--- config.mk ---
export PLATFORM = sky130hd
export DESIGN_NAME = gauss_filter_flat
export DESIGN_NICKNAME = d
export VERILOG_FILES = /design/src/rtl/gauss_filter_if.sv /design/src/rtl/gauss_filter.sv /design/src/flat_wrapper.sv
export SDC_FILE = /design/constraint.sdc
export NUM_CORES = 1
export LEC_CHECK = 0
export CORE_MARGIN = 4
export CORE_UTILIZATION = 40
export DETAILED_ROUTE_END_ITERATION = 7
export PLACE_DENSITY = 0.55
export SLEW_MARGIN = 40
export SYNTH_ARGS = -nofsm -noshare
export SYNTH_HDL_FRONTEND = slang
export SYNTH_SLANG_ARGS = --single-unit
--- constraint.sdc ---
create_clock -name clk -period 43.5 [get_ports clk]
set_input_delay 4.35 -clock clk [delete_from_list [all_inputs] [get_ports clk]]
set_output_delay 4.35 -clock clk [all_outputs]
set_load 0.05 [all_outputs]
--- src/rtl/gauss_filter_if.sv ---
// Bus bundle for the Gaussian pulse-shaping FIR: tap load port, input sample
// stream and filtered output stream. clk/rst are plain module ports.
interface gauss_filter_if #(
    parameter int W   = 16,
    parameter int TIW = 4
);
    // Streams are one-cycle valid strobes with no ready: a sample is taken on
    // every clock edge that sees valid high, and last is only meaningful with valid.
    logic [TIW-1:0]      tap_index;
    logic signed [W-1:0] tap_value;
    logic                bit_upsample;
    logic                bit_upsample_valid;
    logic                bit_upsample_valid_last;
    logic signed [W-1:0] bit_upsample_gauss_filter;
    logic                bit_upsample_gauss_filter_valid;
    logic                bit_upsample_gauss_filter_valid_last;

    modport master (
        output tap_index, tap_value,
        output bit_upsample, bit_upsample_valid, bit_upsample_valid_last,
        input  bit_upsample_gauss_filter, bit_upsample_gauss_filter_valid,
        input  bit_upsample_gauss_filter_valid_last
    );

    modport slave (
        input  tap_index, tap_value,
        input  bit_upsample, bit_upsample_valid, bit_upsample_valid_last,
        output bit_upsample_gauss_filter, bit_upsample_gauss_filter_valid,
        output bit_upsample_gauss_filter_valid_last
    );
endinterface

--- src/rtl/gauss_filter.sv ---
// Symmetric Gaussian FIR for the GFSK transmitter: NRZ bits map to +/-1,
// convolve with a run-time loaded half kernel, saturate, two-stage pipeline.
module gauss_filter #(
    parameter int GAUSS_FILTER_BIT_WIDTH = 16,
    parameter int NUM_TAP_GAUSS_FILTER   = 17
) (
    input logic           clk,
    input logic           rst,
    gauss_filter_if.slave bus
);
    localparam int W   = GAUSS_FILTER_BIT_WIDTH;
    localparam int N   = NUM_TAP_GAUSS_FILTER;
    localparam int U   = (N + 1) / 2;
    localparam int AW  = W + $clog2(N) + 1;
    localparam int TIW = 4;

    localparam logic signed [AW-1:0] SAT_MAX = (AW'(1) <<< (W - 1)) - AW'(1);
    localparam logic signed [AW-1:0] SAT_MIN = ~SAT_MAX;

    logic signed [W-1:0]  r_tap [U];
    logic signed [1:0]    r_x   [N];
    logic                 r_s1_valid;
    logic                 r_s1_last;
    logic signed [W-1:0]  r_out;
    logic                 r_out_valid;
    logic                 r_out_last;
    logic signed [AW-1:0] w_acc;
    logic signed [W-1:0]  w_sat;

    // Taps are written every edge; addresses past the half kernel fall through.
    always_ff @(posedge clk or posedge rst) begin
        if (rst) begin
            for (int i = 0; i < U; i++) r_tap[i] <= '0;
        end else begin
            for (int i = 0; i < U; i++) begin
                if (bus.tap_index == TIW'(i)) r_tap[i] <= bus.tap_value;
            end
        end
    end

    always_ff @(posedge clk or posedge rst) begin
        if (rst) begin
            for (int k = 0; k < N; k++) r_x[k] <= '0;
            r_s1_valid <= 1'b0;
            r_s1_last  <= 1'b0;
        end else begin
            r_s1_valid <= bus.bit_upsample_valid;
            r_s1_last  <= bus.bit_upsample_valid & bus.bit_upsample_valid_last;
            if (bus.bit_upsample_valid) begin
                r_x[0] <= bus.bit_upsample ? 2'sb01 : 2'sb11;
                for (int k = 1; k < N; k++) r_x[k] <= r_x[k-1];
            end
        end
    end

    // Each delay entry is -1/0/+1, so every product is a subtract, skip or add.
    always_comb begin
        w_acc = '0;
        for (int k = 0; k < N; k++) begin
            case (r_x[k])
                2'sb01:  w_acc = w_acc + AW'(r_tap[(k < U) ? k : N - 1 - k]);
                2'sb11:  w_acc = w_acc - AW'(r_tap[(k < U) ? k : N - 1 - k]);
                default: ;
            endcase
        end
    end

    always_comb begin
        w_sat = w_acc[W-1:0];
        if (w_acc > SAT_MAX)      w_sat = SAT_MAX[W-1:0];
        else if (w_acc < SAT_MIN) w_sat = SAT_MIN[W-1:0];
    end

    always_ff @(posedge clk or posedge rst) begin
        if (rst) begin
            r_out       <= '0;
            r_out_valid <= 1'b0;
            r_out_last  <= 1'b0;
        end else begin
            r_out_valid <= r_s1_valid;
            r_out_last  <= r_s1_valid & r_s1_last;
            if (r_s1_valid) r_out <= w_sat;
        end
    end

    assign bus.bit_upsample_gauss_filter            = r_out;
    assign bus.bit_upsample_gauss_filter_valid      = r_out_valid;
    assign bus.bit_upsample_gauss_filter_valid_last = r_out_last;
endmodule

--- src/flat_wrapper.sv ---
// flat-port wrapper written by rule: the top's interface ports become plain ports
module gauss_filter_flat 
#(
    parameter int GAUSS_FILTER_BIT_WIDTH = 16,
    parameter int NUM_TAP_GAUSS_FILTER   = 17
)
  (clk, rst, bus_tap_index, bus_tap_value, bus_bit_upsample, bus_bit_upsample_valid, bus_bit_upsample_valid_last, bus_bit_upsample_gauss_filter, bus_bit_upsample_gauss_filter_valid, bus_bit_upsample_gauss_filter_valid_last);
  gauss_filter_if #(.W((16)), .TIW(4)) bus_i ();
  input logic clk;
  input logic rst;
  input wire logic [$bits(bus_i.tap_index)-1:0] bus_tap_index;
  input wire logic [$bits(bus_i.tap_value)-1:0] bus_tap_value;
  input wire logic [$bits(bus_i.bit_upsample)-1:0] bus_bit_upsample;
  input wire logic [$bits(bus_i.bit_upsample_valid)-1:0] bus_bit_upsample_valid;
  input wire logic [$bits(bus_i.bit_upsample_valid_last)-1:0] bus_bit_upsample_valid_last;
  output wire logic [$bits(bus_i.bit_upsample_gauss_filter)-1:0] bus_bit_upsample_gauss_filter;
  output wire logic [$bits(bus_i.bit_upsample_gauss_filter_valid)-1:0] bus_bit_upsample_gauss_filter_valid;
  output wire logic [$bits(bus_i.bit_upsample_gauss_filter_valid_last)-1:0] bus_bit_upsample_gauss_filter_valid_last;
  assign bus_i.tap_index = bus_tap_index;
  assign bus_i.tap_value = bus_tap_value;
  assign bus_i.bit_upsample = bus_bit_upsample;
  assign bus_i.bit_upsample_valid = bus_bit_upsample_valid;
  assign bus_i.bit_upsample_valid_last = bus_bit_upsample_valid_last;
  assign bus_bit_upsample_gauss_filter = bus_i.bit_upsample_gauss_filter;
  assign bus_bit_upsample_gauss_filter_valid = bus_i.bit_upsample_gauss_filter_valid;
  assign bus_bit_upsample_gauss_filter_valid_last = bus_i.bit_upsample_gauss_filter_valid_last;
  gauss_filter #(.GAUSS_FILTER_BIT_WIDTH(GAUSS_FILTER_BIT_WIDTH), .NUM_TAP_GAUSS_FILTER(NUM_TAP_GAUSS_FILTER)) u_core (.clk(clk), .rst(rst), .bus(bus_i));
endmodule
==> results.yml <==
clocking:
  root_buffer: "clkbuf_16"
  cts_tree: "yes"
  clk_pin_slew_worst_paths_ns: 0.09
  postCtsSetupRepairBufs: 0
  numCtsBuffers: 17
  worstSkewPairLatency_ns: 0.52
  clock_sinks: 198
  cts_buffer_depth: 2
  ctsResizeCount: 0
  postCtsHoldBufs: 0
  htree_levels: 4
critical_path:
  worstPathMaxFanout: 10
  critical_path_class: "register to register"
  critPathMaxStageDelay_ns: 0.60
  endpoint_kind: "register"
  path_buf_inv: 5
  crit_top_cell: "ha_1"
  crit_slowest_cell: "ha_1"
  startpoint_type: "register"
  worstPathArrival_ns: 26.72
  cp.required_ns: 43.95
  worst_path_dominant_cell_family: "simple AND/OR/NAND/NOR gates"
floorplan:
  io_pins: 43
  die_w_um: 295.3
  rows: 105
  start_util_pct: 40.28
  chipHeight_um: 295.3
  core-area_um2: 81980
  dieArea_um2: 87210
synthesis:
  synth-async-reset-ratio_pct: 100.0
  yosys_warnings: 0
  syn_inst: 4347
  ys_seq_area_share_pct: 15.01
  synth_area_per_cell_um2: 7.596
  synth.distinct_cells: 122
  syn_nets: 4722
  syn_area_um2: 33020
  ys.flop_type: "dfrtp_1"
  synth_seq_cells: 198
  synth_edf_count: 0
cells_and_area:
  final_common_cell: "nor2_1"
  area_growth_pct: 5.824
  fillers: 8577
  finalNonFillerCells: 5349
  final_nets: 4641
  n_antenna_cell: 0
  drive_above_1_share_pct: 9.138
  final_cell_mix: "nor2_1, nand2_1, ha_1, o21ai_0, xnor2_1"
sta:
  hold_ws_ns: 0.4710
  maxSlewHeadroom_pct: 33.38
  finalSetupViolCount: 0
  rsz0062_at_grt: "no"
  slew_viol_final: 0
  fin_worst_skew_ns: 0.01769
  hold_viol_final: 0
  post-route-period-util_pct: 60.39
  max_freq_mhz: 38.07
  worst_pin_slew_ns: 0.9992
  post-route-min-period_ns: 26.27
  setup_tns_ns: 0
global_routing:
  grt_pass1_wl_um: 167400
  grt_start_max_net_pins: 76
  grtUsageTotal_pct: 25.04
  overflow: 0
  first_global_vias: 27350
  antenna_found_initial: 0
placed_design:
  dp.cells: 5317
  dp_hpwl_um: 90740
  gp_congestion: 0.9302
  port_buffers: 42
hold_path:
  hold_class: "register to register"
drt:
  firstDrtPassIters: 5
  wl_per_cell_um: 20.85
  drt_wl_total_um: 111500
  via_per_inst: 5.760
  postRouteAntennaNets: 0
  first_iter_violations: 2803
  drc_errors: 0
  vias: 30810
outcome:
  status: "finished clean"
run:
  max_cap_violations: 0
==> registers in the layout, indices dropped and copies added (netlist names) <==
signal,count
u_core.bus.bit_upsample_gauss_filter_valid_last,1
u_core.r_x,34
u_core.r_tap,144
u_core.bus.bit_upsample_gauss_filter,16
u_core.r_s1_valid,1
u_core.bus.bit_upsample_gauss_filter_valid,1
u_core.r_s1_last,1
==> routing by layer <==
metal	vias up	global-route usage, %	share of wire, %	wire length [µm]
met1	14630	38.82	51	56620
met2	806	35.84	41	45210
met4	0	4.823	1.6	1757
li1	15300	-	-	-
met3	76	4.740	7.1	7945
met5	-	0	0	0
==> cells in the mapped netlist (22+ instances only) <==
| cell type | count | area [µm²] |
|---|---|---|
| o21a_1 | 80 | 600.6 |
| clkbuf_1 | 132 | 495.5 |
| mux2_2 | 211 | 2376 |
| nor3_1 | 124 | 620.6 |
| nand2b_1 | 70 | 437.9 |
| a21o_1 | 106 | 795.8 |
| or2_2 | 27 | 168.9 |
| inv_1 | 229 | 859.6 |
| and3_1 | 28 | 175.2 |
| nand2_1 | 431 | 1618 |
| and2_1 | 51 | 319.1 |
| dfrtp_1 | 198 | 4955 |
| a21oi_1 | 256 | 1281 |
| a21boi_0 | 63 | 473.0 |
| nor2b_1 | 52 | 325.3 |
| o21ai_0 | 328 | 1642 |
| o211ai_1 | 25 | 187.7 |
| nand3b_1 | 22 | 165.2 |
| mux2i_1 | 69 | 690.7 |
| a31oi_1 | 37 | 231.5 |
| or3_1 | 39 | 244.0 |
| a211oi_1 | 27 | 202.7 |
| nor2_1 | 445 | 1670 |
| xor2_1 | 150 | 1314 |
| o21bai_1 | 22 | 165.2 |
| nand3_1 | 63 | 315.3 |
| o31ai_1 | 42 | 315.3 |
| ha_1 | 334 | 4179 |
| xnor2_1 | 282 | 2470 |
| nor3b_1 | 42 | 315.3 |
==> logic make-up (layout without fill, tap and decap cells) <==
kind of cell               count (synthesis)  count (layout)  share of synthesized area, %
and+or+nand+nor                         1481            1481                         21.44
AOI/OAI and AO/OA                       1182            1182                         23.48
xor gates and xnor gates                 436             436                         11.75
buffers and inverters                    414             346                         5.203
adders and majority gates                352             352                         13.69
muxes                                    284             284                         9.443
DFF                                      198             198                         15.01
==> through the flow <==
stage                     util (%)  setup slack (ns)  cell area, µm²
after floorplan                  -             20.92           33020
after CTS                    42.60             17.47           34920
after global routing         42.63             15.42           34940
final                        42.63             17.23           34940
after detailed placement     41.86             17.55           34320
after global placement       41.79             17.64           34260
==> final cells by class <==
type	count	area, µm²	share of cell area [%]
repair buffers	80	706.9	2.023
clock buffers	17	425.4	1.217
clock inverters	15	181.4	0.5192
inverters	234	885.9	2.535
multi-input cells	3735	26450	75.69
well taps	1070	1339	3.831
flip-flops and latches	198	4955	14.18
==> final timing paths <==
| kind | start | slack, ns | endpoint | cells after the start |
|---|---|---|---|---|
| max | u_core.r_tap[128] | 17.23 | u_core.bus.bit_upsample_gauss_filter[0] | 114 |
| min in group asynchronous | rst | 4.31 | u_core.r_tap[0] | 2 |
| min | u_core.r_s1_last | 0.47 | u_core.bus.bit_upsample_gauss_filter_valid_last | 1 |
| max reg2reg | u_core.r_tap[128] | 17.23 | u_core.bus.bit_upsample_gauss_filter[0] | 114 |
| min reg2reg | u_core.r_s1_last | 0.47 | u_core.bus.bit_upsample_gauss_filter_valid_last | 1 |
| max in group asynchronous | rst | 37.51 | u_core.r_tap[138] | 4 |
Power is not shown: default switching activity piles up to over one toggle a cycle in this logic, so the estimate is an artifact.
